### src/rtl/bat_charge_pkg.sv
// Shared types, default thresholds and capacity-to-current conversion for the
// battery charge controller.
package bat_charge_pkg;

   localparam int unsigned DEF_ADC_W   = 10;
   localparam int unsigned DEF_VCUTOFF = 614;
   localparam int unsigned DEF_VPRESET = 860;
   localparam int unsigned DEF_VRECHG  = 819;
   localparam int unsigned DEF_TMIN    = 100;
   localparam int unsigned DEF_TMAX    = 900;
   localparam int unsigned DEF_DEB     = 4;
   localparam int unsigned DEF_TIMEOUT = 10_000_000;

   localparam int unsigned CAP_W = 4;
   localparam int unsigned MA_W  = 10;
   localparam int unsigned TO_W  = 24;
   localparam int unsigned DEB_W = 4;

   typedef enum logic [2:0] {
      ST_OFF   = 3'd0,
      ST_TC    = 3'd1,
      ST_CC    = 3'd2,
      ST_CV    = 3'd3,
      ST_DONE  = 3'd4,
      ST_FAULT = 3'd5
   } state_t;

   // Capacity C = 50 + 50*cap mAh, used directly as the 1C current in mA.
   function automatic logic [MA_W-1:0] cap_to_ma(input logic [CAP_W-1:0] cap);
      return MA_W'(32'd50 + 32'd50 * 32'(cap));
   endfunction

   function automatic logic [MA_W-1:0] iset_for(input state_t st,
                                                input logic [CAP_W-1:0] cap);
      logic [MA_W-1:0] ma;
      ma = cap_to_ma(cap);
      case (st)
         ST_TC:        iset_for = ma >> 3;
         ST_CC, ST_CV: iset_for = ma;
         default:      iset_for = '0;
      endcase
   endfunction

endpackage

### src/rtl/charge_debounce.sv
// Counts consecutive valid samples meeting a condition; met fires on the
// sample that completes the DEB-long run.
module charge_debounce
   import bat_charge_pkg::*;
#(
   parameter int unsigned DEB = DEF_DEB
) (
   input  logic clk,
   input  logic rst,
   input  logic clear,
   input  logic sample_valid,
   input  logic cond,
   output logic met
);

   logic [DEB_W-1:0] cnt_q, cnt_d;

   assign met = sample_valid && cond && (cnt_q >= DEB_W'(DEB - 1));

   always_comb begin
      cnt_d = cnt_q;
      if (clear) begin
         cnt_d = '0;
      end else if (sample_valid) begin
         if (!cond)
            cnt_d = '0;
         else if (cnt_q < DEB_W'(DEB))
            cnt_d = cnt_q + DEB_W'(1);
      end
   end

   always_ff @(posedge clk) begin
      if (rst)
         cnt_q <= '0;
      else
         cnt_q <= cnt_d;
   end

endmodule

### src/rtl/bat_charge_ctrl.sv
// Li-ion charge controller: trickle / constant-current / constant-voltage
// sequencing with debounced thresholds, temperature and timeout faults.
module bat_charge_ctrl
   import bat_charge_pkg::*;
#(
   parameter int unsigned ADC_W   = DEF_ADC_W,
   parameter int unsigned VCUTOFF = DEF_VCUTOFF,
   parameter int unsigned VPRESET = DEF_VPRESET,
   parameter int unsigned VRECHG  = DEF_VRECHG,
   parameter int unsigned TMIN    = DEF_TMIN,
   parameter int unsigned TMAX    = DEF_TMAX,
   parameter int unsigned DEB     = DEF_DEB,
   parameter int unsigned TIMEOUT = DEF_TIMEOUT
) (
   input  logic             clk,
   input  logic             rst,
   input  logic             en,
   input  logic [3:0]       sel,
   input  logic             sample_valid,
   input  logic [ADC_W-1:0] vbat_code,
   input  logic [9:0]       ibat_ma,
   input  logic [ADC_W-1:0] vtemp_code,
   output logic             tc,
   output logic             cc,
   output logic             cv,
   output logic             done,
   output logic             fault,
   output logic [9:0]       iset_ma
);

   state_t           state_q, state_d;
   logic [CAP_W-1:0] cap_q, cap_d;
   logic [TO_W-1:0]  to_q, to_d;
   logic             tc_q, cc_q, cv_q, done_q, fault_q;
   logic [MA_W-1:0]  iset_q;

   logic             temp_ok_c, active_c, fault_c, cond_c, met_c, clear_c;
   logic             below_cut_c;
   logic [MA_W-1:0]  cap_ma_c;

   assign cap_ma_c    = cap_to_ma(cap_q);
   assign below_cut_c = vbat_code < ADC_W'(VCUTOFF);
   assign temp_ok_c   = (vtemp_code >= ADC_W'(TMIN)) && (vtemp_code <= ADC_W'(TMAX));
   assign active_c    = (state_q == ST_TC) || (state_q == ST_CC) || (state_q == ST_CV);
   // Timeout fires on the edge where the charging cycle count reaches TIMEOUT.
   assign fault_c     = active_c && ((sample_valid && !temp_ok_c) ||
                                     (to_q >= TO_W'(TIMEOUT - 1)));

   always_comb begin
      cond_c = 1'b0;
      case (state_q)
         ST_TC:   cond_c = !below_cut_c;
         ST_CC:   cond_c = vbat_code >= ADC_W'(VPRESET);
         ST_CV:   cond_c = ibat_ma < (cap_ma_c >> 4);
         ST_DONE: cond_c = vbat_code < ADC_W'(VRECHG);
         default: cond_c = 1'b0;
      endcase
   end

   assign clear_c = (state_d != state_q);

   charge_debounce #(.DEB(DEB)) u_debounce (
      .clk          (clk),
      .rst          (rst),
      .clear        (clear_c),
      .sample_valid (sample_valid),
      .cond         (cond_c),
      .met          (met_c)
   );

   // Next state: disable beats fault beats threshold transitions beats hold.
   always_comb begin
      state_d = state_q;
      cap_d   = cap_q;
      if (!en) begin
         state_d = ST_OFF;
      end else if (fault_c) begin
         state_d = ST_FAULT;
      end else begin
         case (state_q)
            ST_OFF: begin
               if (sample_valid && temp_ok_c) begin
                  state_d = below_cut_c ? ST_TC : ST_CC;
                  cap_d   = sel;
               end
            end
            ST_TC:   if (met_c) state_d = ST_CC;
            ST_CC:   if (met_c) state_d = ST_CV;
            ST_CV:   if (met_c) state_d = ST_DONE;
            ST_DONE: if (met_c) state_d = below_cut_c ? ST_TC : ST_CC;
            default: state_d = state_q;
         endcase
      end
   end

   always_comb begin
      to_d = to_q;
      case (state_q)
         ST_OFF, ST_DONE:    to_d = '0;
         ST_TC, ST_CC, ST_CV:
            if (to_q < TO_W'(TIMEOUT)) to_d = to_q + TO_W'(1);
         default:            to_d = to_q;
      endcase
   end

   always_ff @(posedge clk) begin
      if (rst) begin
         state_q <= ST_OFF;
         cap_q   <= '0;
         to_q    <= '0;
         tc_q    <= 1'b0;
         cc_q    <= 1'b0;
         cv_q    <= 1'b0;
         done_q  <= 1'b0;
         fault_q <= 1'b0;
         iset_q  <= '0;
      end else begin
         state_q <= state_d;
         cap_q   <= cap_d;
         to_q    <= to_d;
         tc_q    <= (state_d == ST_TC);
         cc_q    <= (state_d == ST_CC);
         cv_q    <= (state_d == ST_CV);
         done_q  <= (state_d == ST_DONE);
         fault_q <= (state_d == ST_FAULT);
         iset_q  <= iset_for(state_d, cap_d);
      end
   end

   assign tc      = tc_q;
   assign cc      = cc_q;
   assign cv      = cv_q;
   assign done    = done_q;
   assign fault   = fault_q;
   assign iset_ma = iset_q;

endmodule
### config.mk
export PLATFORM = sky130hd
export DESIGN_NAME = bat_charge_ctrl
export DESIGN_NICKNAME = d
export VERILOG_FILES = /design/src/rtl/bat_charge_pkg.sv /design/src/rtl/charge_debounce.sv /design/src/rtl/bat_charge_ctrl.sv
export SDC_FILE = /design/constraint.sdc
export NUM_CORES = 1
export LEC_CHECK = 0
export CORE_UTILIZATION = 54
export DETAILED_ROUTE_END_ITERATION = 10
export PLACE_DENSITY_LB_ADDON = 0.2
export SLEW_MARGIN = 15
export SYNTH_ARGS = -nofsm -noshare
export SYNTH_HDL_FRONTEND = slang
export SYNTH_HIERARCHICAL = 1
export SYNTH_SLANG_ARGS = --single-unit
### constraint.sdc
create_clock -name clk -period 5.9 [get_ports clk]
set_input_delay 0.885 -clock clk [delete_from_list [all_inputs] [get_ports clk]]
set_output_delay 0.885 -clock clk [all_outputs]
set_load 0.05 [all_outputs]
==> metrics.cfg, run 1 <==
[worst_setup_path]
cp-start-kind = flop
arrival_ns = 5.26
crit_type = reg -> reg
cp_max_fo = 8
critPathCaptureType = flop
crit_required_ns = 6.14

[cts]
ctsResizeCount = 0
clkSinkCount = 50
cts.path.max_buffers = 2
cts_tree = built
worstSkewPairLatency_ns = 0.31
clkSlewWorstSetupHoldPaths_ns = 0.09
h-tree-depth = 2
cts_root_buf = clkbuf_8
holdBufCountCts = 0
cts_buffers = 5
post_cts_buffers = 0

[sta]
max_slew_margin_pct = 63.7
finalCritPeriodShare_pct = 85.2
skew_ns = 0.00810
slew_violations = 0
tightest_slew_ns = 0.539
max_freq_mhz = 199
setup_viol = 0
layout_setup_ws_ns = 0.875
layout_min_cycle_time_ns = 5.02
rsz0062_at_grt = no
tns_ns = 0
hold_viol = 0

[power]
p_leak_nw = 1.47
netSwitchingPower_w = 0.000205
switching_share_pct = 27.0
p_clk_share_pct = 33.8
power_density_nw_per_um2 = 190
peakVddDrop_mv = 0.125
p_seq_share_pct = 45.7
p_comb_share_pct = 20.5
p_int_w = 0.000555

[drt]
drtIter0Drc = 106
totalWireLength_um = 7390
num_vias = 2945
wl_per_cell_um = 14.5
drc_errors = 0
vias_per_cell = 5.76
dr.pass1.iters = 4
ant_nets = 0

[finish]
final_area_um2 = 4010
insertedDiodeCount = 0
drive_above_1_share_pct = 7.34
fin_nets = 500
area_growth_syn_to_layout_pct = 20.5
layout_common_cells = 54 x nor2_1, 52 x clkdlybuf4s50_1, 50 x dfxtp_1, 28 x xnor2_1, 26 x ha_1
final_common_cell = nor2_1

[placed_design]
detailed_place_hpwl_um = 5660
dpl_cell_area_um2 = 3890
portBuffers = 52
gp_congestion = 0.890
dpl_worst_slack_ns = 0.963

[floorplanning]
start_util_pct = 56.2
dieWidth_um = 80.5
die_h_um = 80.5
rows = 28
core-area_um2 = 5920
dieArea_um2 = 6480
ios = 53

[logic_synthesis]
synth_nets = 453
synthCells = 388
avgSynthCellArea_um2 = 8.58
async_flop_share_pct = 0
synth-edff-count = 0
synthDistinctLibCells = 67
synthFlopType = dfxtp_1
synth-seq-cells = 50
synth_warnings = 6
yosysSeqAreaShare_pct = 30.1
synth_area_um2 = 3330

[global_route]
grt_pass1_wl_um = 12100
antenna_found_initial = 0
track_usage_pct = 23.9
grt_pass1_vias = 2839
grt_max_degree = 25
grt_overflow_total = 0

[min_path]
min_path_type = reg -> reg

[job]
cap_viol_max_count = 0

[status]
status = completed

## synthesized netlist by cell type, drive strengths merged (8+ instances only)
| master | n | area [um2] |
|---|---|---|
| nand3 | 12 | 60.1 |
| xnor2 | 28 | 245 |
| nor3 | 12 | 60.1 |
| xor2 | 14 | 123 |
| a31oi | 8 | 65.1 |
| clkbuf | 10 | 37.5 |
| ha | 26 | 325 |
| nor2b | 8 | 50.1 |
| dfxtp | 50 | 1000 |
| a21oi | 11 | 55.1 |
| nor2 | 55 | 209 |
| inv | 21 | 78.8 |
| o21ai | 15 | 75.1 |
| nor4 | 10 | 87.6 |
| nand2 | 18 | 67.6 |
## worst paths after layout
path,to,depth (start not counted),slack [ns],start
worst max-delay path,iset_ma[4],21,0.88,cap_q[2]
worst min-delay path,u_debounce/cnt_q[3],2,0.50,u_debounce/cnt_q[3]
worst max register to register,iset_ma[4],21,0.88,cap_q[2]
worst min register to register,u_debounce/cnt_q[3],2,0.50,u_debounce/cnt_q[3]
## critical path, stage by stage (launching register included)
cell and delay (ns):
dfxtp_1 0.40, inv_1 0.08, ha_1 0.27, inv_1 0.04
ha_1 0.19, ha_1 0.31, xor2_1 0.19, nor4_1 0.35
xnor2_1 0.16, ha_1 0.26, a2111oi_0 0.39, a31oi_1 0.18
o21a_1 0.13, o21ai_0 0.27, o311a_2 0.31, nand2b_1 0.15
a21bo_2 0.24, a31oi_1 0.15, a311oi_1 0.10, a211oi_1 0.24
nand3_1 0.28, o22ai_1 0.25
## state kept, by name, summed over array words and instances (netlist names)
name              count
done                  1
cv                    1
iset_ma              10
fault                 1
cc                    1
u_debounce/cnt_q      4
state_q               3
to_q                 24
cap_q                 4
tc                    1
## cells by family (layout without fill, tap and decap cells)
| kind of cell | after synthesis | after routing | synth area share [%] |
|---|---|---|---|
| xor gates and xnor gates | 42 | 42 | 11.0 |
| AOI/OAI and AO/OA | 80 | 80 | 18.3 |
| DFF | 50 | 50 | 30.1 |
| buffers and inverters | 33 | 81 | 3.98 |
| muxes | 5 | 5 | 1.58 |
| adders and majority gates | 27 | 27 | 10.4 |
| and+or+nand+nor | 151 | 151 | 24.6 |
## through the flow
stage	util, %	hold slack, ns	std cells	total power (W)
global placement	65.7	0.478	503	0.000507
floorplan	-	0.465	388	0.000456
global route	67.8	0.528	511	0.000795
detailed placement	65.7	0.481	503	0.000510
finish	67.8	0.495	511	0.000761
CTS	67.8	0.494	511	0.000767
## power groups by stage
stage / Clock (W) / Combinational, W / Sequential (W)
floorplan: 0 / 0.0000907 / 0.000365
global placement: 0 / 0.000151 / 0.000356
detailed placement: 0 / 0.000154 / 0.000356
CTS: 0.000263 / 0.000156 / 0.000348
global route: 0.000274 / 0.000172 / 0.000349
finish: 0.000257 / 0.000156 / 0.000348
## cell type report
cell class	instances	area, um2
multi-input combinational	305	2200
fill	489	1910
sequential	50	1000
timing repair buffer	52	520
tap	75	93.8
clock buffer	6	82.6
inverter	21	78.8
clock inverter	2	38.8
## per-layer routing
| layer | vias up | share of wire [%] | GRT usage (%) |
|---|---|---|---|
| met2 | 65 | 51 | 46.0 |
| met4 | 0 | 2.4 | 9.82 |
| met3 | 19 | 3.9 | 4.32 |
| met5 | - | 0 | 0 |
| met1 | 1377 | 42 | 25.2 |
| li1 | 1484 | - | - |
Power figures use the tool's default switching activity.
==> run 2: changes to the inputs <==
--- a/config.mk
+++ b/config.mk
@@ -5,6 +5,7 @@
 export SDC_FILE = /design/constraint.sdc
 export NUM_CORES = 1
 export LEC_CHECK = 0
+export ABC_CLOCK_PERIOD_IN_PS = 5900
 export CORE_UTILIZATION = 54
 export DETAILED_ROUTE_END_ITERATION = 10
 export PLACE_DENSITY_LB_ADDON = 0.2
==> results of run 2 <==
No change in the layout: final DEF, timing and power equal those of run 1.
==> run 3: changes to the inputs <==
--- a/config.mk
+++ b/config.mk
@@ -9,7 +9,7 @@
 export CORE_UTILIZATION = 54
 export DETAILED_ROUTE_END_ITERATION = 10
 export PLACE_DENSITY_LB_ADDON = 0.2
-export SLEW_MARGIN = 15
+export SLEW_MARGIN = 10
 export SYNTH_ARGS = -nofsm -noshare
 export SYNTH_HDL_FRONTEND = slang
 export SYNTH_HIERARCHICAL = 1
==> results of run 3 <==
No change in the layout: final DEF, timing and power equal those of run 1.
